===== src/rtl/io_pkg.sv =====
// Shared IO-space definitions: word addresses of the read-side registers
// and the value returned for reads that hit nothing.
package io_pkg;

    // IO word addresses
    localparam int unsigned IO_ADDR_LEDS   = 0;  // LED register, write-only
    localparam int unsigned IO_ADDR_SW     = 1;  // debounced switches
    localparam int unsigned IO_ADDR_BTN    = 2;  // debounced buttons
    localparam int unsigned IO_ADDR_BTNEVT = 3;  // sticky button-press flags
    localparam int unsigned IO_ADDR_TICK   = 4;  // free-running cycle counter

    // Read data for reserved and unmapped addresses
    localparam logic [31:0] IO_RD_MISS = 32'h0000_0000;

endpackage


===== src/rtl/io_debounce.sv =====
// Input conditioner for a vector of raw asynchronous levels: a 2-flop
// synchronizer per bit followed by a per-bit stability counter. A bit of
// 'stable' follows its synchronized input only after the two have disagreed
// for DEB_CYCLES consecutive cycles; shorter glitches are discarded.
module io_debounce #(
    parameter int unsigned W          = 8,
    parameter int unsigned DEB_CYCLES = 50000
) (
    input  logic         CLK,
    input  logic         RESET,
    input  logic [W-1:0] raw,
    output logic [W-1:0] stable
);

    // Counter only has to reach DEB_CYCLES-1
    localparam int unsigned   CW       = $clog2(DEB_CYCLES);
    localparam logic [CW-1:0] CNT_LAST = CW'(DEB_CYCLES - 1);

    logic [W-1:0]  meta_q;
    logic [W-1:0]  sync_q;
    logic [W-1:0]  stable_q;
    logic [W-1:0]  stable_d;
    logic [CW-1:0] cnt_q [W];
    logic [CW-1:0] cnt_d [W];

    // Two-stage synchronizer for the raw levels
    always_ff @(posedge CLK or negedge RESET) begin
        if (!RESET) begin
            meta_q <= '0;
            sync_q <= '0;
        end else begin
            meta_q <= raw;
            sync_q <= meta_q;
        end
    end

    // Per-bit debounce: count mismatch cycles, commit on the last one,
    // any agreeing cycle restarts the count
    always_comb begin
        stable_d = stable_q;
        for (int unsigned i = 0; i < W; i++) begin
            cnt_d[i] = '0;
        end
        for (int unsigned i = 0; i < W; i++) begin
            if (sync_q[i] != stable_q[i]) begin
                if (cnt_q[i] == CNT_LAST) begin
                    stable_d[i] = sync_q[i];
                    cnt_d[i]    = '0;
                end else begin
                    cnt_d[i] = cnt_q[i] + 1'b1;
                end
            end
        end
    end

    // Debounce state registers
    always_ff @(posedge CLK or negedge RESET) begin
        if (!RESET) begin
            stable_q <= '0;
            for (int unsigned i = 0; i < W; i++) begin
                cnt_q[i] <= '0;
            end
        end else begin
            stable_q <= stable_d;
            for (int unsigned i = 0; i < W; i++) begin
                cnt_q[i] <= cnt_d[i];
            end
        end
    end

    assign stable = stable_q;

endmodule


===== src/rtl/io_input_port.sv =====
// Read-side responder of the IO space. Requests are registered for one
// cycle, then a read hit loads IO_RD with the selected source on the next
// edge. Sources: debounced switches, debounced buttons, sticky button-press
// flags (read-to-clear / write-1-to-clear) and a loadable cycle counter.
module io_input_port
    import io_pkg::*;
#(
    parameter int unsigned RAM_DEPTH  = 14,
    parameter int unsigned N_SW       = 8,
    parameter int unsigned N_BTN      = 4,
    parameter int unsigned DEB_CYCLES = 50000
) (
    input  logic                 CLK,
    input  logic                 RESET,
    input  logic                 DBE,
    input  logic                 IO_REQ,
    input  logic                 IO_WE,
    input  logic                 IO_RE,
    input  logic [RAM_DEPTH-1:0] IO_ADDR,
    input  logic [31:0]          IO_WD,
    input  logic [N_SW-1:0]      SW,
    input  logic [N_BTN-1:0]     BTN,
    output logic [31:0]          IO_RD
);

    localparam logic [RAM_DEPTH-1:0] A_LEDS   = RAM_DEPTH'(IO_ADDR_LEDS);
    localparam logic [RAM_DEPTH-1:0] A_SW     = RAM_DEPTH'(IO_ADDR_SW);
    localparam logic [RAM_DEPTH-1:0] A_BTN    = RAM_DEPTH'(IO_ADDR_BTN);
    localparam logic [RAM_DEPTH-1:0] A_BTNEVT = RAM_DEPTH'(IO_ADDR_BTNEVT);
    localparam logic [RAM_DEPTH-1:0] A_TICK   = RAM_DEPTH'(IO_ADDR_TICK);

    // Registered request
    logic                 ioreq_q;
    logic                 dbe_q;
    logic                 iowe_q;
    logic                 iore_q;
    logic [RAM_DEPTH-1:0] addr_q;
    logic [31:0]          wd_q;

    logic                 req_valid;
    logic                 rd_hit;
    logic                 wr_hit;

    // Conditioned inputs
    logic [N_SW-1:0]      sw_deb;
    logic [N_BTN-1:0]     btn_deb;
    logic [N_BTN-1:0]     btn_deb_prev_q;
    logic [N_BTN-1:0]     btn_rise;

    // Read-side state
    logic [N_BTN-1:0]     btn_evt_q;
    logic [N_BTN-1:0]     btn_evt_d;
    logic [N_BTN-1:0]     btn_evt_clr;
    logic [31:0]          tick_q;
    logic [31:0]          tick_d;
    logic [31:0]          rd_q;
    logic [31:0]          rd_sel;

    io_debounce #(
        .W          (N_SW),
        .DEB_CYCLES (DEB_CYCLES)
    ) u_sw_deb (
        .CLK    (CLK),
        .RESET  (RESET),
        .raw    (SW),
        .stable (sw_deb)
    );

    io_debounce #(
        .W          (N_BTN),
        .DEB_CYCLES (DEB_CYCLES)
    ) u_btn_deb (
        .CLK    (CLK),
        .RESET  (RESET),
        .raw    (BTN),
        .stable (btn_deb)
    );

    // Capture the CPU request; it is acted on one edge later
    always_ff @(posedge CLK or negedge RESET) begin
        if (!RESET) begin
            ioreq_q <= 1'b0;
            dbe_q   <= 1'b0;
            iowe_q  <= 1'b0;
            iore_q  <= 1'b0;
            addr_q  <= '0;
            wd_q    <= '0;
        end else begin
            ioreq_q <= IO_REQ;
            dbe_q   <= DBE;
            iowe_q  <= IO_WE;
            iore_q  <= IO_RE;
            addr_q  <= IO_ADDR;
            wd_q    <= IO_WD;
        end
    end

    // A bus error cancels every effect of the request it accompanies
    assign req_valid = ioreq_q & ~dbe_q;
    assign rd_hit    = req_valid & iore_q;
    assign wr_hit    = req_valid & iowe_q;

    // Read mux; btn_evt and tick are sampled before this edge's update
    always_comb begin
        rd_sel = IO_RD_MISS;
        case (addr_q)
            A_LEDS:   rd_sel = IO_RD_MISS;
            A_SW:     rd_sel = 32'(sw_deb);
            A_BTN:    rd_sel = 32'(btn_deb);
            A_BTNEVT: rd_sel = 32'(btn_evt_q);
            A_TICK:   rd_sel = tick_q;
            default:  rd_sel = IO_RD_MISS;
        endcase
    end

    // Sticky press flags: clears from read and W1C writes merge, and a
    // rising edge in the same cycle overrides the clear
    always_comb begin
        btn_rise    = btn_deb & ~btn_deb_prev_q;
        btn_evt_clr = '0;
        if (addr_q == A_BTNEVT) begin
            if (rd_hit) begin
                btn_evt_clr = '1;
            end
            if (wr_hit) begin
                btn_evt_clr = btn_evt_clr | wd_q[N_BTN-1:0];
            end
        end
        btn_evt_d = (btn_evt_q & ~btn_evt_clr) | btn_rise;
    end

    // Cycle counter: free-running, wraps naturally, loadable by write
    always_comb begin
        tick_d = tick_q + 32'd1;
        if (wr_hit && (addr_q == A_TICK)) begin
            tick_d = wd_q;
        end
    end

    // Read-side state registers; IO_RD only moves on a read hit
    always_ff @(posedge CLK or negedge RESET) begin
        if (!RESET) begin
            rd_q           <= '0;
            btn_evt_q      <= '0;
            btn_deb_prev_q <= '0;
            tick_q         <= '0;
        end else begin
            if (rd_hit) begin
                rd_q <= rd_sel;
            end
            btn_evt_q      <= btn_evt_d;
            btn_deb_prev_q <= btn_deb;
            tick_q         <= tick_d;
        end
    end

    assign IO_RD = rd_q;

endmodule


===== config.mk =====
export PLATFORM = sky130hd
export DESIGN_NAME = io_input_port
export DESIGN_NICKNAME = d
export VERILOG_FILES = /design/src/rtl/io_pkg.sv /design/src/rtl/io_debounce.sv /design/src/rtl/io_input_port.sv
export SDC_FILE = /design/constraint.sdc
export NUM_CORES = 1
export LEC_CHECK = 0
export CAP_MARGIN = 40
export CORE_ASPECT_RATIO = 0.5
export CORE_MARGIN = 2
export CORE_UTILIZATION = 55
export CTS_BUF_LIST = sky130_fd_sc_hd__clkbuf_16
export CTS_CLUSTER_DIAMETER = 200
export DETAILED_ROUTE_END_ITERATION = 16
export PLACE_DENSITY = 0.75
export SLEW_MARGIN = 25
export SYNTH_ARGS = -nofsm -noshare
export SYNTH_HDL_FRONTEND = slang
export SYNTH_SLANG_ARGS = --single-unit

===== constraint.sdc =====
create_clock -name CLK -period 5.4 [get_ports CLK]
set_clock_uncertainty 0.05 [all_clocks]
set_input_delay 1.08 -clock CLK [delete_from_list [all_inputs] [get_ports CLK]]
set_output_delay 1.08 -clock CLK [all_outputs]
set_load 0.05 [all_outputs]

Word level (Yosys, flattened, before mapping)
Index checks and enable logic that the tools add are counted.
W data, S select, Z words.

storage, ports and cells
  input bits = 64
  register bits after elaboration = 350
  output and inout bits = 32
  word-level logic and storage cells = 132

cells by class
  bitwise gates (word level) = 10
  reductions and logical operators = 13
  muxes and demuxes = 30
  add/subtract/negate cells = 13
  equal/unequal tests = 28

operators with widths
  cell                     count
  $mux W16                 24
  $add A16 B1 Y16 const B  12
  $eq A16 B16 Y1 const B   12
  $pmux W32 S4             1
  $add A32 B1 Y32 const B  1
  $mux W32                 1
  $eq A14 B2 Y1 const B    2
  $reduce_and A2 Y1        12
  $mux W4                  4
  $eq A14 B1 Y1 const B    1
  $eq A14 B3 Y1 const B    1
  $ne A1 B1 Y1             12
  $and A4 B4 Y4            2
  $not A4 Y4               2
  $or A4 B4 Y4             2
  $and A1 B1 Y1            3
  $logic_and A1 B1 Y1      1
  $not A1 Y1               1

Depth between registers and ports, before layout
Gate-level depths: netlist (run 1).

  depth in word-level cells = 11
  depth in mapped cells = 8
  gate-level depth less buffers = 6

Modules after synthesis
From an unflattened synthesis (run 1), not the netlist that was laid out.

second synthesis, totals
  cell total of the unflattened synthesis = 1456
  area, all modules = 15407.3 um^2

by module, submodules not included
  module                    cells each  area each (um^2)  instances  seq. area each (um^2)
  io_debounce at u_sw_deb   679         7018.0            1          3803.6
  io_input_port             445         4894.7            1          3052.9
  io_debounce at u_btn_deb  332         3494.6            1          1901.8

Worst setup path after synthesis (run 1)
No wires, ideal clock.

  kind = reg2reg
  start = register tick_q[0]
  end = register tick_q[30]
  data required time = 5210 ps
  setup time = 140 ps
  cell stages (with the launch flop) = 7
  period minus slack after synthesis = 1939 ps
  path slack = 3461 ps
  buffers on the path = 0
  arrival time = 1749 ps
  cell sequence = dfrtp_1 ha_1 nand4_1 or4_1 nor3_1 xnor2_1 a21oi_1

on the way
  cells in the longest elaborated chain, start to end = 2

ends and longest elaborated chain
  item                      line                  text
  start: declaration        io_input_port.sv:54   logic [31:0] tick_q;
  start signal: assignment  io_input_port.sv:153  tick_q <= tick_d;
  $add A32 B1 Y32           io_input_port.sv:134  tick_d = tick_q + 32'd1;
  $mux W32                  io_input_port.sv:135  if (wr_hit && (addr_q == A_TICK)) begin
  via tick_d[30]            io_input_port.sv:55   logic [31:0] tick_d;

The timed path passes the listed nets, and every way through them passes these cells.
A chain may end at the register's enable or synchronous reset.

Final worst setup path (run 1)
  start = register rd_q[13], in the netlist IO_RD[13]
  end = output IO_RD[13]

RTL lines
  item                      line                  text
  start: declaration        io_input_port.sv:56   logic [31:0] rd_q;
  start signal: assignment  io_input_port.sv:149  rd_q <= rd_sel;
  end: declaration          io_input_port.sv:23   output logic [31:0] IO_RD

No word-level cell between the ends.

==> impl_metrics.tcl, run 1 <==
set metrics [dict create \
    outcome "completed" \
    regToRegStartpoint "addr_q[7]" \
    boundaryPins 96 \
    timing.critical_path.required_ns 4.27 \
    cts_tree "yes" \
    rr_worst_depth 5 \
    wl_um 29300 \
    overall_die_width_um 236 \
    grt_max_degree 127 \
    routed_wire_length_per_instance_um 15.9 \
    synth.top_cells.by_area "dfrtp_1 (59%), xnor2_1 (7.9%), nor2_1 (6.6%)" \
    synth_adder_area_share_pct 1.10 \
    die_area_um2 28300 \
    maxClockFrequency_mhz 341 \
    min-delay-path-class "reg2reg" \
    timing.final.max_slew_violations 0 \
    yosysTopAreaCell "dfrtp_1" \
    dpl.cell_count 1790 \
    cts_hold_buffers_added 0 \
    timing.critical_path.cells "clkdlybuf4s50_1" \
    cap_violations 0 \
    synth_xor_xnor_area_share_pct 12.5 \
    rd_place_congestion 0.836 \
    ctsLongestPathBuffers 3 \
    reg2reg_to "tick_q[1]" \
    crit_slowest_cell "clkdlybuf4s50_1" \
    detail_route.vias_per_cell 5.48 \
    worst_hold_startpoint "u_btn_deb.meta_q[2]" \
    finalHoldViolCount 0 \
    first_global_vias 10300 \
    dieHeight_um 120 \
    vdd.ir_drop.worst_mv 0.232 \
    design.final.nets 1548 \
    initial_utilization_pct 55.9 \
    syn-cell-area_um2 14800 \
    detailroute.via_count 10100 \
    first_pass_iters 5 \
    synth_top_flop_cell "dfrtp_1" \
    synth_edf_count 0 \
    rrSetupSlack_ns 2.79 \
    floorplan.rows 42 \
    rsz_0062_raised_after_global_routing "false" \
    power.density_nw_per_um2 297 \
    max_stage_delay_ns 0.83 \
    io_buffers 95 \
    min_to "u_btn_deb.sync_q[2]" \
    drive_gt1_share_pct 5.03 \
    timing.critical_path.buf_inv 1 \
    setup_tns_ns 0 \
    detail_route.iter0.violations 725 \
    synthMostInstantiatedCell "dfrtp_1" \
    cts-htree-levels 1 \
    yosys_warnings 0 \
    global_route_wire_length_before_repair_um 50000 \
    relSlewSlack_pct 38.9 \
    postSynthCellCount 1367 \
    yosys-mux-area-fraction_pct 1.26 \
    post_synth.cell_area_avg_um2 10.8 \
    cp_top_family "buffers and inverters" \
    synth_top_area_share_pct 59.3 \
    residual_overflow_from_global_routing 0 \
    clkSinkCount 350 \
    compound_cell_area_share_of_the_yosys_netlist_pct 3.88 \
    postSynthRegisterBits 350 \
    worst-setup-path-type "reg2out" \
    post-route-period-util_pct 54.3 \
    hpwlAfterDp_um 19900 \
    synth_simple_gate_area_share_pct 20.4 \
    core_area_um2 26400 \
    finalSetupViolations 0 \
    total_nets_after_synthesis 1444 \
    synth.top_cells.by_count "dfrtp_1 (350), nor2_1 (258), xnor2_1 (133)" \
    cts-resized-gates 0 \
    post_route_ant_nets 0 \
    cp_max_fanout 2 \
    cts_root_buf "clkbuf_16" \
    syn2layout_area_growth_pct 15.8 \
    drt_drc_violations_left 0 \
    tritoncts.num_buffers 31 \
    part_of_the_yosys_area_used_for_sequential_elements_pct 59.3 \
    clk-insertion-delay-late_ns 0.57 \
    clkTransAtPathRegs_ns 0.07 \
    endpoint_kind "output port" \
    final_cells 1845 \
    cts_setup_buffers 0 \
    antenna_found_initial 1 \
    dominant_combinational_cell_family_by_area_after_synthesis "simple AND/OR/NAND/NOR gates" \
    layout_min_cycle_time_ns 2.93 \
    tightest_slew_ns 0.917 \
    startpoint_type "flip-flop" \
    synth_cell_type_count 35 \
    num-fill-cells 1976 \
    ys_async_sr_fraction_pct 100 \
    critPathArrivalTime_ns 1.80 \
    static-leakage-power_nw 7.49 \
    total_track_usage_pct 21.6 \
    min_delay_path_depth 0 \
]
## cell usage in the layout (no fill, tap or decap), types with 3 or more instances in the layout
master and n:
mux2_2 12, clkbuf_16 31, and2_1 7, buf_4 5
clkdlybuf4s50_1 94, a22oi_1 8, or4_1 6, ha_1 13
inv_1 35, nor4_1 11, clkinv_1 5, nand4_1 34
nor3_2 3, o21ai_1 10, nand3_1 75, clkinvlp_4 3
xnor2_1 133, xor2_1 78, nor2b_1 4, mux2i_1 4
o22ai_1 4, nor2_1 258, a21oi_1 33, clkinv_2 5
and3_1 61, and4_1 8, a22o_1 28, bufinv_16 3
nand2_1 87, nor3_1 51, dfrtp_1 350, nor4b_1 13
## power breakdown
part	switching [mW]	leakage [nW]	internal (mW)
logic	0.112	2.33	0.0842
registers	0.0589	4.68	2.68
clock network	0.967	0.488	1.18
total	1.14	7.49	3.95
## kinds of logic after synthesis
group	count (synthesis)
AND/OR/NAND/NOR	628
flip-flops	350
XOR/XNOR	211
AO/OA/AOI/OAI	87
buffers and inverters	61
multiplexers	17
adder cells (fa/ha/maj)	13
## final cells by class
cell class | instances | area, um^2 | share of cell area (%)
Antenna cell | 1 | 2.50 | 0.0146
Multi-Input combinational cell | 956 | 5800 | 33.9
Sequential cell | 350 | 8760 | 51.2
Tap cell | 352 | 440 | 2.57
Timing Repair Buffer | 102 | 1040 | 6.08
Clock buffer | 31 | 776 | 4.53
Clock inverter | 23 | 193 | 1.13
Inverter | 30 | 113 | 0.658
## sequential cells by signal (all words and copies together), names as in the netlist
name / count
u_sw_deb.stable: 8
wd_q: 32
u_btn_deb.meta_q: 4
iowe_q: 1
u_btn_deb.cnt_q: 64
tick_q: 32
addr_q: 14
u_sw_deb.meta_q: 8
btn_deb_prev_q: 4
dbe_q: 1
u_btn_deb.stable: 4
IO_RD: 32
u_btn_deb.sync_q: 4
u_sw_deb.cnt_q: 128
iore_q: 1
btn_evt_q: 4
ioreq_q: 1
u_sw_deb.sync_q: 8
## metal layers
metal | vias to the layer above | part of all wire [%] | track usage [%] | routed length (um)
li1 | 4844 | - | - | -
met1 | 5045 | 45 | 28.9 | 13100
met2 | 169 | 49 | 36.5 | 14400
met3 | 60 | 3.7 | 3.77 | 1080
met4 | 0 | 2.6 | 6.45 | 762
met5 | - | 0 | 0 | 0
## per-stage QoR
step / utilization (%) / area (um^2) / power (mW) / hold slack, ns / worst slack (ns)
detailed placement: 61.1 / 16100 / 2.99 / 0.285 / 2.80
CTS: 64.8 / 17100 / 5.14 / 0.296 / 2.44
global placement: 61.0 / 16100 / 2.98 / 0.284 / 2.85
finish: 64.8 / 17100 / 5.09 / 0.294 / 2.47
floorplan: - / 14800 / 2.85 / 0.281 / 3.46
global route: 64.8 / 17100 / 5.29 / 0.309 / 2.43
## worst max-delay path by stage
stage / depth (start not counted) / end / from / slack, ns
floorplan: 6 / tick_q[30] / tick_q[0] / 3.46
global placement: 4 / tick_q[1] / addr_q[7] / 2.85
detailed placement: 5 / tick_q[1] / addr_q[7] / 2.80
CTS: 1 / IO_RD[13] / IO_RD[13] / 2.44
global route: 1 / IO_RD[13] / IO_RD[13] / 2.43
finish: 1 / IO_RD[13] / IO_RD[13] / 2.47
No activity file was read; power rests on OpenSTA's default activity.
==> inputs of run 2 (changes only) <==
Settings changed: CORE_UTILIZATION 55 to 53.
Clock period 5.4 ns to 2.5 ns, I/O delays scaled along.
==> run 2 against run 1 <==
  * Combinational power rose by 120%
  * Largest cell class unchanged
  * Clock power increased by 110%
  * Cell area increased by 0.33%
  * Sequential power increased by 120%
  * Total power increased by 110%
  * Die area increased by 3.7%
  * Global-route usage fell by 1.0 points
  * Critical endpoint unchanged
  * Clock-buffer cell count is the same
  * First-iteration DRC count grew 23%
  * Register-to-register slack lost 2.6 ns
  * Utilization shrank 2.4 points
  * Critical path depth did not move
==> impl_metrics.tcl, run 2 (synthesis results as in run 1) <==
set metrics [dict create \
    outcome "completed" \
    grt-busiest-layer "met2" \
    detailroute.via_count 10000 \
    design.final.nets 1551 \
    min_delay_path_depth 0 \
    residual_overflow_from_global_routing 0 \
    most_common_cell_after_layout_fill_and_taps_aside "dfrtp_1" \
    boundaryPins 96 \
    total_power_consumption_mw 10.8 \
    post_route_ant_nets 0 \
    rd_place_congestion 0.829 \
    worst-setup-path-type "reg2out" \
    clkSinkCount 350 \
    post-route-period-util_pct 93.8 \
    dpl.cell_count 1823 \
    hpwlAfterDp_um 20300 \
    cts_tree "yes" \
    critPathArrivalTime_ns 1.79 \
    final_cell_mix "dfrtp_1 (350), nor2_1 (258), xnor2_1 (133)" \
    final_util_pct 62.4 \
    cts_root_buf "clkbuf_16" \
    timing.final.max_slew_violations 0 \
    endpoint_kind "output port" \
    finalHoldViolCount 0 \
    overall_die_width_um 240 \
    drt_drc_violations_left 0 \
    clkTransAtPathRegs_ns 0.06 \
    cts-htree-levels 1 \
    cp.depth 1 \
    rsz_0062_raised_after_global_routing "false" \
    drive_gt1_share_pct 5.01 \
    cap_violations 0 \
    antenna_found_initial 0 \
    detail_route.iter0.violations 893 \
    post-place-ws_ns 0.121 \
    final_cells 1880 \
    first_pass_iters 5 \
    routed_wire_length_per_instance_um 15.5 \
    tightest_slew_ns 0.660 \
    timing.critical_path.cells "clkdlybuf4s50_1" \
    startpoint_type "flip-flop" \
    die_area_um2 29300 \
    detail_route.vias_per_cell 5.33 \
    top_register "u_sw_deb.cnt_q" \
    core_area_um2 27500 \
    crit_slowest_cell "clkdlybuf4s50_1" \
    vdd.ir_drop.worst_mv 0.494 \
    wl_um 29200 \
    relSlewSlack_pct 55.4 \
    timing.critical_path.buf_inv 1 \
    finalSetupViolations 0 \
    tritoncts.num_buffers 30 \
    io_buffers 95 \
    total_track_usage_pct 20.6 \
    rr_worst_depth 6 \
    ctsLongestPathBuffers 3 \
    global_route_wire_length_before_repair_um 48900 \
    min-delay-path-class "reg2reg" \
    setup_tns_ns 0 \
    cp_max_fanout 2 \
    cp_top_family "buffers and inverters" \
    grt_use_met2_pct 35.4 \
    diodes 0 \
    clk-insertion-delay-late_ns 0.55 \
    power.density_nw_per_um2 629 \
    maxClockFrequency_mhz 426 \
    initial_utilization_pct 53.7 \
    first_global_vias 9935 \
    timing.critical_path.required_ns 1.95 \
    grt_max_degree 83 \
    largestRegisters "u_sw_deb.cnt_q: 128 flops, u_btn_deb.cnt_q: 64 flops" \
    floorplan.rows 43 \
    final.setup.worst_slack_ns 0.155 \
    syn2layout_area_growth_pct 16.2 \
    layout_min_cycle_time_ns 2.34 \
    max_stage_delay_ns 0.85 \
    dieHeight_um 122 \
    largest_reg_flops 128 \
    static-leakage-power_nw 7.52 \
    met1_usage_pct 27.8 \
    met3_usage_pct 3.33 \
    cts_setup_buffers 0 \
]
==> run 2: changes by cell type in the layout (fill, tap and decap cells not counted), sizes merged <==
cell / before / now
diode: 1 / 0
dlygate4sd3: 0 / 1
bufinv: 3 / 2
clkinvlp: 3 / 1
clkinv: 11 / 14
buf: 8 / 11
inv: 36 / 38
==> run 2: cell type report <==
class / instances / area (um^2)
multi-input combinational: 956 / 5800
sequential: 350 / 8760
timing repair buffer: 106 / 1090
tap: 382 / 478
clock buffer: 31 / 776
inverter: 30 / 113
clock inverter: 25 / 158
fill: 2189 / 10400
==> run 2: timing repair <==
action | in CTS | in global routing
setup endpoints to repair | 0 | 1
endpoints found under the hold margin | 50 | 0
hold buffers | 1 | 0
gates resized for setup | 0 | 1
==> run 2: report_power, final <==
part	switching, mW	leakage, nW	internal (mW)	total, mW
Clock	2.01	0.489	2.44	4.45
Combinational	0.248	2.35	0.192	0.440
Sequential	0.121	4.68	5.80	5.92
Total	2.38	7.52	8.43	10.8
==> run 2: path summary, 6_finish.rpt <==
kind                                    start                   to  slack, ns
max                                 IO_RD[13]            IO_RD[13]       0.16
min                        u_sw_deb.meta_q[2]   u_sw_deb.sync_q[2]       0.30
max reg2reg                         addr_q[9]           tick_q[30]       0.17
min reg2reg                u_sw_deb.meta_q[2]   u_sw_deb.sync_q[2]       0.30
max in group asynchronous               RESET   u_sw_deb.stable[3]       1.21
min in group asynchronous               RESET  u_btn_deb.cnt_q[13]       0.40
==> run 2: layer usage <==
metal	wire length (um)	part of all wire, %	vias to the layer above
li1	-	-	4843
met1	13200	45	4983
met2	14500	50	145
met3	945	3.2	41
met4	502	1.7	0
met5	0	0	-
==> run 2: stage by stage <==
stage          hold WS, ns  cell area (um^2)
2_1_floorplan        0.154             14800
3_3_place_gp         0.283             16200
3_5_place_dp         0.285             16200
4_1_cts              0.300             17200
5_1_grt              0.309             17200
6_report             0.299             17200
